==> config.mk <==
export PLATFORM = sky130hd
export DESIGN_NAME = serial_subtractor
export DESIGN_NICKNAME = d
export VERILOG_FILES = /design/src/rtl/serial_subtractor_pkg.sv /design/src/rtl/serial_subtractor_full_subtractor.sv /design/src/rtl/serial_subtractor.sv
export SDC_FILE = /design/constraint.sdc
export NUM_CORES = 1
export LEC_CHECK = 0
export CAP_MARGIN = 30
export CORE_UTILIZATION = 60
export CTS_CLUSTER_DIAMETER = 100
export DETAILED_ROUTE_END_ITERATION = 8
export DONT_BUFFER_PORTS = 1
export GPL_TIMING_DRIVEN = 0
export PLACE_DENSITY_LB_ADDON = 0.15
export SYNTH_ARGS = -nofsm -noshare
export SYNTH_HDL_FRONTEND = slang
export SYNTH_SLANG_ARGS = --single-unit
==> constraint.sdc <==
create_clock -name clk -period 2.5 [get_ports clk]
set_input_delay 0.25 -clock clk [delete_from_list [all_inputs] [get_ports clk]]
set_output_delay 0.25 -clock clk [all_outputs]
set_load 0.1 [all_outputs]
==> src/rtl/serial_subtractor_pkg.sv <==
// -----------------------------------------------------------------------------
// serial_subtractor_pkg
// Shared definitions for the bit-serial subtractor:
//   - state_t    : FSM state encoding (S_IDLE=0, S_SHIFT=1, S_DONE=2)
//   - WIDTH_MIN/WIDTH_MAX and width_ok() : legal operand width range check
//   - cnt_width(): bit counter width, $clog2(width) with a 1-bit minimum
// -----------------------------------------------------------------------------
package serial_subtractor_pkg;

    typedef enum logic [1:0] {
        S_IDLE  = 2'd0,
        S_SHIFT = 2'd1,
        S_DONE  = 2'd2
    } state_t;

    localparam int unsigned WIDTH_MIN = 2;
    localparam int unsigned WIDTH_MAX = 32;

    function automatic bit width_ok(input int unsigned w);
        return (w >= WIDTH_MIN) && (w <= WIDTH_MAX);
    endfunction

    function automatic int unsigned cnt_width(input int unsigned w);
        if (w > 2) begin
            return unsigned'($clog2(w));
        end
        return 1;
    endfunction

endpackage

==> src/rtl/serial_subtractor_full_subtractor.sv <==
// -----------------------------------------------------------------------------
// serial_subtractor_full_subtractor
// Combinational one-bit full subtractor cell computing A - B - Bin.
// Ports:
//   A    in  minuend bit
//   B    in  subtrahend bit
//   Bin  in  borrow in
//   D    out difference bit
//   Bout out borrow out
// -----------------------------------------------------------------------------
module serial_subtractor_full_subtractor (
    input  logic A,
    input  logic B,
    input  logic Bin,
    output logic D,
    output logic Bout
);

    logic w_axb;

    assign w_axb = A ^ B;
    assign D     = w_axb ^ Bin;
    // Borrow when B exceeds A outright, or when they tie and a borrow is pending
    assign Bout  = (~A & B) | (~w_axb & Bin);

endmodule

==> src/rtl/serial_subtractor.sv <==
// -----------------------------------------------------------------------------
// serial_subtractor
// Bit-serial WIDTH-bit subtractor, DIFF = A - B - Bin, one bit per clock, LSB
// first, through a single full-subtractor cell and a borrow flip-flop, behind a
// start/busy/done handshake.
// Ports:
//   clk    in  system clock, rising edge
//   rst_n  in  asynchronous active-low reset
//   start  in  launch request, accepted in IDLE or DONE
//   A, B   in  operands, captured on an accepted start
//   Bin    in  borrow in, captured on an accepted start
//   busy   out high during the WIDTH shift cycles
//   done   out one-cycle pulse when the result is valid
//   DIFF   out result, held until the next result is delivered
//   Bout   out final borrow (A < B + Bin, unsigned)
//   Ovf    out signed overflow
//   Zero   out DIFF == 0
// -----------------------------------------------------------------------------
module serial_subtractor
    import serial_subtractor_pkg::*;
#(
    parameter int unsigned WIDTH = 8
) (
    input  logic             clk,
    input  logic             rst_n,
    input  logic             start,
    input  logic [WIDTH-1:0] A,
    input  logic [WIDTH-1:0] B,
    input  logic             Bin,
    output logic             busy,
    output logic             done,
    output logic [WIDTH-1:0] DIFF,
    output logic             Bout,
    output logic             Ovf,
    output logic             Zero
);

    localparam int unsigned CntW    = cnt_width(WIDTH);
    localparam logic [CntW-1:0] LastCnt = CntW'(WIDTH - 1);

    if (!width_ok(WIDTH)) begin : g_width_check
        $error("serial_subtractor: WIDTH out of range 2..32");
    end

    state_t           r_state;
    logic [WIDTH-1:0] r_a;
    logic [WIDTH-1:0] r_b;
    logic [WIDTH-1:0] r_res;
    logic             r_br;
    logic [CntW-1:0]  r_cnt;
    logic             r_a_msb;
    logic             r_b_msb;
    logic             r_busy;
    logic             r_done;
    logic [WIDTH-1:0] r_diff;
    logic             r_bout;
    logic             r_ovf;
    logic             r_zero;

    logic             w_d;
    logic             w_bo;
    logic [WIDTH-1:0] w_res_next;

    serial_subtractor_full_subtractor u_full_subtractor (
        .A    (r_a[0]),
        .B    (r_b[0]),
        .Bin  (r_br),
        .D    (w_d),
        .Bout (w_bo)
    );

    // Result fills from the MSB side so after WIDTH shifts bit 0 sits at the LSB
    assign w_res_next = {w_d, r_res[WIDTH-1:1]};

    always_ff @(posedge clk or negedge rst_n) begin
        if (!rst_n) begin
            r_state <= S_IDLE;
            r_a     <= '0;
            r_b     <= '0;
            r_res   <= '0;
            r_br    <= 1'b0;
            r_cnt   <= '0;
            r_a_msb <= 1'b0;
            r_b_msb <= 1'b0;
            r_busy  <= 1'b0;
            r_done  <= 1'b0;
            r_diff  <= '0;
            r_bout  <= 1'b0;
            r_ovf   <= 1'b0;
            r_zero  <= 1'b0;
        end else begin
            r_done <= 1'b0;
            case (r_state)
                S_IDLE, S_DONE: begin
                    if (start) begin
                        r_state <= S_SHIFT;
                        r_a     <= A;
                        r_b     <= B;
                        r_res   <= '0;
                        r_br    <= Bin;
                        r_cnt   <= '0;
                        r_a_msb <= A[WIDTH-1];
                        r_b_msb <= B[WIDTH-1];
                        r_busy  <= 1'b1;
                    end else begin
                        r_state <= S_IDLE;
                    end
                end
                S_SHIFT: begin
                    r_a   <= r_a >> 1;
                    r_b   <= r_b >> 1;
                    r_res <= w_res_next;
                    r_br  <= w_bo;
                    r_cnt <= r_cnt + CntW'(1);
                    if (r_cnt == LastCnt) begin
                        r_state <= S_DONE;
                        r_busy  <= 1'b0;
                        r_done  <= 1'b1;
                        r_diff  <= w_res_next;
                        r_bout  <= w_bo;
                        // w_d is the result MSB on the final shift
                        r_ovf   <= (r_a_msb != r_b_msb) && (w_d != r_a_msb);
                        r_zero  <= (w_res_next == '0);
                    end
                end
                default: begin
                    r_state <= S_IDLE;
                end
            endcase
        end
    end

    assign busy = r_busy;
    assign done = r_done;
    assign DIFF = r_diff;
    assign Bout = r_bout;
    assign Ovf  = r_ovf;
    assign Zero = r_zero;

endmodule

==> reports/results.txt, run 1 <==
Setup CP Type: flip-flop to flip-flop
status: finished, violations left
Via Count: 1085
Final Max Slew Viols: 0
CTS sink count: 44
first-pass GRT wire length: 5350 um
hold crit path type: primary input to flip-flop
WP data required: 2.75 ns
io pins: 33
Worst Skew: 0.00572 ns
final setup margin: 0.795 ns
cts repair resizes: 0
GRT overflow: 0
failing checks: DRC
post-synthesis sequential area ratio: 60.4%
die extent in x: 57.1 um
Routed WL: 3210 um
most common cell after layout, fill and taps aside: dfrtp_1
via/cell ratio: 6.20
crit end category: flip-flop
Yosys top cell area share: 60.4%
post-synthesis cell count: 134
Tmin final: 1.71 ns
vias in the first global route: 1112
die area: 3260 sq um
DRC Markers: 2
Fillers: 211
CP arrival: 1.95 ns
post-CTS setup buffers: 0
Setup violations, final: 0
Syn Area/Cell: 13.6 sq um
# diodes: 0
clk slew on worst S/H paths: 0.12 ns
cell accounting for the most synthesized area: dfrtp_1
synthesized flop and latch total: 44
Post-Place Worst Slack: 0.790 ns
Clock Latency Late Sink: 0.35 ns
CTS tree: built
Synth area leaders: dfrtp_1 60%, a22o_1 11%, mux2_2 6.8%
CTS max path bufs: 2
Detailed Route Iter0 Violations: 33
routed wire length per instance: 18.3 um
Inserted Clock Buffers: 5
DRT Pass-1 Iters: 6
GRT Total Usage: 22.2%
startpoint types: flip-flop
H-tree depth: 2
initial antenna violation count: 0
Routed Antenna Nets: 0
DP HPWL: 2220 um
Post-Syn Area: 1820 sq um
Max-cap violations: 0
Initial Utilization: 64.4%
most frequent cells in the layout: 44 x dfrtp_1, 22 x a22o_1, 12 x a21o_1
GP Congestion: 0.732
Die H: 57.1 um
Site Rows: 19
largest net degree at the start of global routing: 45
FMAX: 586 MHz
Worst-Margin Slew: 0.906 ns
Critical Path Fanout Max: 10
Final nets: 167
layout cells sized above 1: 21.5%
Yosys warning count: 0
Hold Violations, Final: 0
setup_tns: 0 ns
Area Overhead vs Synth: 7.96%
count of unique library cells instantiated by Yosys: 25
Core Area: 2830 sq um
hold_ws: 0.0314 ns
PortBufs: 0
CTS Hold Bufs: 2
Final Cycle Share: 68.2%
Max transition margin: 39.6%
CTS root buf: clkbuf_4
RSZ-0062 raised after global routing: false
syn_nets: 158
-- per-stage QoR --
stage / area [sq um] / std cells / util (%)
6_report: 1970 / 175 / 69.6
5_1_grt: 1970 / 175 / 69.6
4_1_cts: 1970 / 175 / 69.6
3_5_place_dp: 1860 / 165 / 65.8
3_3_place_gp: 1860 / 165 / 65.8
2_1_floorplan: 1820 / 134 / -
-- layer usage --
layer | global-route usage [%] | routed length [um]
met1 | 29.2 | 1430
met2 | 36.8 | 1610
met3 | 6.80 | 144
met4 | 5.23 | 36
met5 | 0 | 0
-- sequential cells by signal, summed over array words and instances (netlist names) --
register,count
r_br,1
DIFF,8
r_b,8
r_res,7
r_b_msb,1
done,1
Bout,1
r_state,2
r_a_msb,1
busy,1
Ovf,1
r_cnt,3
r_a,8
Zero,1
-- cell families (layout without fill, tap and decap cells) --
logic type / after synthesis / after routing / synth area share (%)
fa+ha+maj: 4 / 4 / 3.57
flops: 44 / 44 / 60.4
simple gates: 18 / 18 / 5.77
compound gates: 43 / 43 / 19.1
buf+inv: 14 / 24 / 4.32
mux: 11 / 11 / 6.79
-- critical path, stage by stage, from the launching register on --
cell	delay, ns
dfrtp_1	0.41
ha_1	0.20
ha_1	0.21
nand3b_2	0.18
buf_2	0.25
mux2_2	0.35
-- area by class of cell --
cell class,count,area [sq um],area share (%)
sequential,44,1100,55.9
tap,31,38.8,1.97
multi-input combinational,76,643,32.7
clock inverter,2,35.0,1.78
inverter,5,18.8,0.954
buffer,9,60.1,3.05
clock buffer,6,41.3,2.10
timing repair buffer,2,30.0,1.53
-- synthesized netlist by cell type --
cell / count
fa_1: 2
a21o_1: 12
o21ai_0: 3
nor2_4: 1
nor2b_1: 1
a22o_1: 22
ha_1: 2
buf_6: 2
nor3_1: 2
inv_1: 5
nor4_1: 2
o21bai_1: 1
nor2b_2: 1
a21oi_1: 1
nand2_1: 4
nor2_1: 4
dfrtp_1: 44
mux2_2: 11
buf_2: 6
a221o_1: 3
nand2b_1: 1
o2bb2ai_1: 1
nand3b_2: 1
and3b_1: 1
buf_4: 1
-- worst paths after layout --
check | from | to | slack [ns] | cells past startpoint
max | r_cnt[0]$_DFFE_PN0P_ | DIFF[7]$_DFFE_PN0P_ | 0.79 | 5
min | B[7] | r_b[7]$_DFFE_PN0P_ | 0.03 | 1
max reg2reg | r_cnt[0]$_DFFE_PN0P_ | DIFF[7]$_DFFE_PN0P_ | 0.79 | 5
min reg2reg | r_a[6]$_DFFE_PN0P_ | r_a[6]$_DFFE_PN0P_ | 0.50 | 1
max in group asynchronous | rst_n | r_b[6]$_DFFE_PN0P_ | 1.94 | 2
min in group asynchronous | rst_n | busy$_DFFE_PN0P_ | 0.36 | 2
Power of run 1 is left out: the tool's default activity adds up to more than one toggle a clock period on the data nets, which glitch-free logic cannot reach.
==> run 2, diff against run 1 <==
==> constraint.sdc (replaced) <==
create_clock -name clk -period 1.65 [get_ports clk]
set_input_delay 0.165 -clock clk [delete_from_list [all_inputs] [get_ports clk]]
set_output_delay 0.165 -clock clk [all_outputs]
set_load 0.1 [all_outputs]
==> run 2 against run 1 <==
Effect of this change:
- the run still ends with DRC left
- critical path depth is 1 lower
- clock skew increased by 0.0014 ns
- worst hold slack got worse by 0.0090 ns
- sequential cell count stayed put
- maximum frequency increased by 13%
- final area increased by 2.7%
- wire length grew 0.72%
- cell count grew 2.3%
- utilization up 1.9 points
==> reports/results.txt, run 2 (synthesis gave the netlist of run 1 again) <==
Routed Antenna Nets: 0 (unchanged)
Worst Skew: 0.00715 ns (+0.00143 ns)
CTS max path bufs: 2 (unchanged)
Fillers: 204 (-3.3%)
Final Max Slew Viols: 0 (unchanged)
Area Overhead vs Synth: 10.9%
clk slew on worst S/H paths: 0.12 ns (about the same)
hold crit path type: primary input to flip-flop
Tmin final: 1.51 ns (-0.195 ns)
cell-by-cell trace of the critical path: nor2b_1, buf_2, buf_2, mux2_2
Via Count: 1123 (+3.5%)
Levels on crit path: 4 (-1)
DP HPWL: 2220 um (unchanged)
Critical Path Fanout Max: 10 (unchanged)
most used cell, CP: buf_2
first-pass GRT wire length: 5380 um (+0.65%)
startpoint types: flip-flop
GRT overflow: 0 (unchanged)
CP max stage cell: dfrtp_1
worst r2r src: r_state[0]$_DFFE_PN0P_
# diodes: 0 (unchanged)
CP arrival: 1.75 ns (-0.20 ns)
Inserted Clock Buffers: 5 (unchanged)
Setup violations, final: 0 (unchanged)
largest net degree at the start of global routing: 45 (unchanged)
hold_ws: 0.0224 ns (-0.00898 ns)
GP Congestion: 0.732 (unchanged)
setup_tns: 0 ns (unchanged)
die area: 3260 sq um (unchanged)
crit end category: flip-flop
Core Area: 2830 sq um (unchanged)
Critical Path End: r_b_msb$_DFFE_PN0P_
Die H: 57.1 um (unchanged)
die extent in x: 57.1 um (unchanged)
most common cell after layout, fill and taps aside: dfrtp_1
Worst Setup SP: r_state[0]$_DFFE_PN0P_
Detailed Route Iter0 Violations: 35 (+6.1%)
capturing point of the worst reg2reg path: r_b_msb$_DFFE_PN0P_
Setup CP Type: flip-flop to flip-flop
most frequent cells in the layout: 44 x dfrtp_1, 22 x a22o_1, 12 x a21o_1
routed wire length per instance: 18.1 um (-1.5%)
initial antenna violation count: 0 (unchanged)
CTS sink count: 44 (unchanged)
layout cells sized above 1: 20.3% (-1.3 points)
FMAX: 662 MHz (+13%)
r2r setup slk: 0.14 ns (-0.65 ns)
Clock Latency Late Sink: 0.34 ns (about the same)
via/cell ratio: 6.27 (+1.2%)
Worst-Margin Slew: 0.907 ns (+0.000497 ns)
DRC Markers: 2 (unchanged)
PortBufs: 0 (unchanged)
crit-path leading delay family: flip-flops
DRT Pass-1 Iters: 6 (unchanged)
RSZ-0062 raised after global routing: false
Hold Violations, Final: 0 (unchanged)
Worst R2R Path Depth: 4 (-1)
Routed WL: 3230 um (+0.72%)
H-tree depth: 2 (unchanged)
CTS tree: built
Max-cap violations: 0 (unchanged)
Final nets: 171 (+2.4%)
Initial Utilization: 64.4% (unchanged)
Final Cycle Share: 91.5% (+23 points)
status: finished, violations left
GRT Total Usage: 22.3% (+0.049 points)
Largest stage delay, worst path: 0.46 ns (+0.05 ns)
Max transition margin: 39.5% (about the same)
io pins: 33 (unchanged)
WP data required: 1.89 ns (-0.86 ns)
post-CTS setup buffers: 0 (unchanged)
Hold Path Stages: 2 (+1)
CP bufs+invs: 2 (+1)
vias in the first global route: 1126 (+1.3%)
CTS root buf: clkbuf_4
failing checks: DRC
Site Rows: 19 (unchanged)
[run 2: cell count changes in the layout (fill, tap and decap cells not counted), sizes merged]
| cell | previous run | this run |
|---|---|---|
| dlygate4sd3 | 1 | 6 |
| buf | 10 | 9 |
[run 2: layout make-up]
| class | instances | area (sq um) | area share, % |
|---|---|---|---|
| Multi-Input combinational cell | 76 | 652 | 32.2 |
| Sequential cell | 44 | 1100 | 54.5 |
| Inverter | 5 | 18.8 | 0.928 |
| Clock inverter | 2 | 35.0 | 1.73 |
| Timing Repair Buffer | 7 | 80.1 | 3.96 |
| Buffer | 8 | 55.1 | 2.72 |
| Clock buffer | 6 | 41.3 | 2.04 |
| Tap cell | 31 | 38.8 | 1.92 |
[run 2: how the worst min path moves through the flow]
| stage | startpoint | end | slack, ns |
|---|---|---|---|
| CTS | B[1] | r_b[1]$_DFFE_PN0P_ | 0.02 |
| floorplan | rst_n | Bout$_DFFE_PN0P_ | -0.13 |
| detailed placement | rst_n | done$_DFF_PN0_ | -0.13 |
| finish | A[5] | r_a[5]$_DFFE_PN0P_ | 0.02 |
| global placement | rst_n | done$_DFF_PN0_ | -0.13 |
| global route | B[1] | r_b[1]$_DFFE_PN0P_ | 0.03 |
[run 2: per-stage QoR]
stage | util [%] | std cells | setup slack (ns) | instance area, sq um
after floorplan | - | 134 | 0.0973 | 1820
after global placement | 65.8 | 165 | -0.0175 | 1860
after detailed placement | 65.8 | 165 | -0.0602 | 1860
after CTS | 71.2 | 179 | 0.0281 | 2010
after global routing | 71.5 | 179 | 0.0394 | 2020
final | 71.5 | 179 | 0.140 | 2020
[run 2: metal layers]
metal | up-vias | share of wire [%] | global-route usage (%)
met5 | - | 0 | 0
met4 | 0 | 1.1 | 5.23
met3 | 5 | 4.4 | 6.35
met2 | 32 | 51 | 37.0
met1 | 569 | 43 | 29.5
li1 | 517 | - | -
[run 2: what timing repair did]
action,4_1_cts,5_1_grt
pin swaps,0,0
hold buffers,7,0
resized for setup,0,1
endpoints found under the hold margin,51,0
setup endpoints to repair,2,4
Power of run 2 is left out for the same reason.
==> run 3, diff against run 2 <==
--- a/config.mk
+++ b/config.mk
@@ -10,6 +10,7 @@
 export CTS_CLUSTER_DIAMETER = 100
 export DETAILED_ROUTE_END_ITERATION = 8
 export DONT_BUFFER_PORTS = 1
+export GPL_ROUTABILITY_DRIVEN = 0
 export GPL_TIMING_DRIVEN = 0
 export PLACE_DENSITY_LB_ADDON = 0.15
 export SYNTH_ARGS = -nofsm -noshare
==> results of run 3 <==
Same layout as run 2: the final DEF is identical, and so are final timing and power.
Power of run 3 is left out for the same reason.
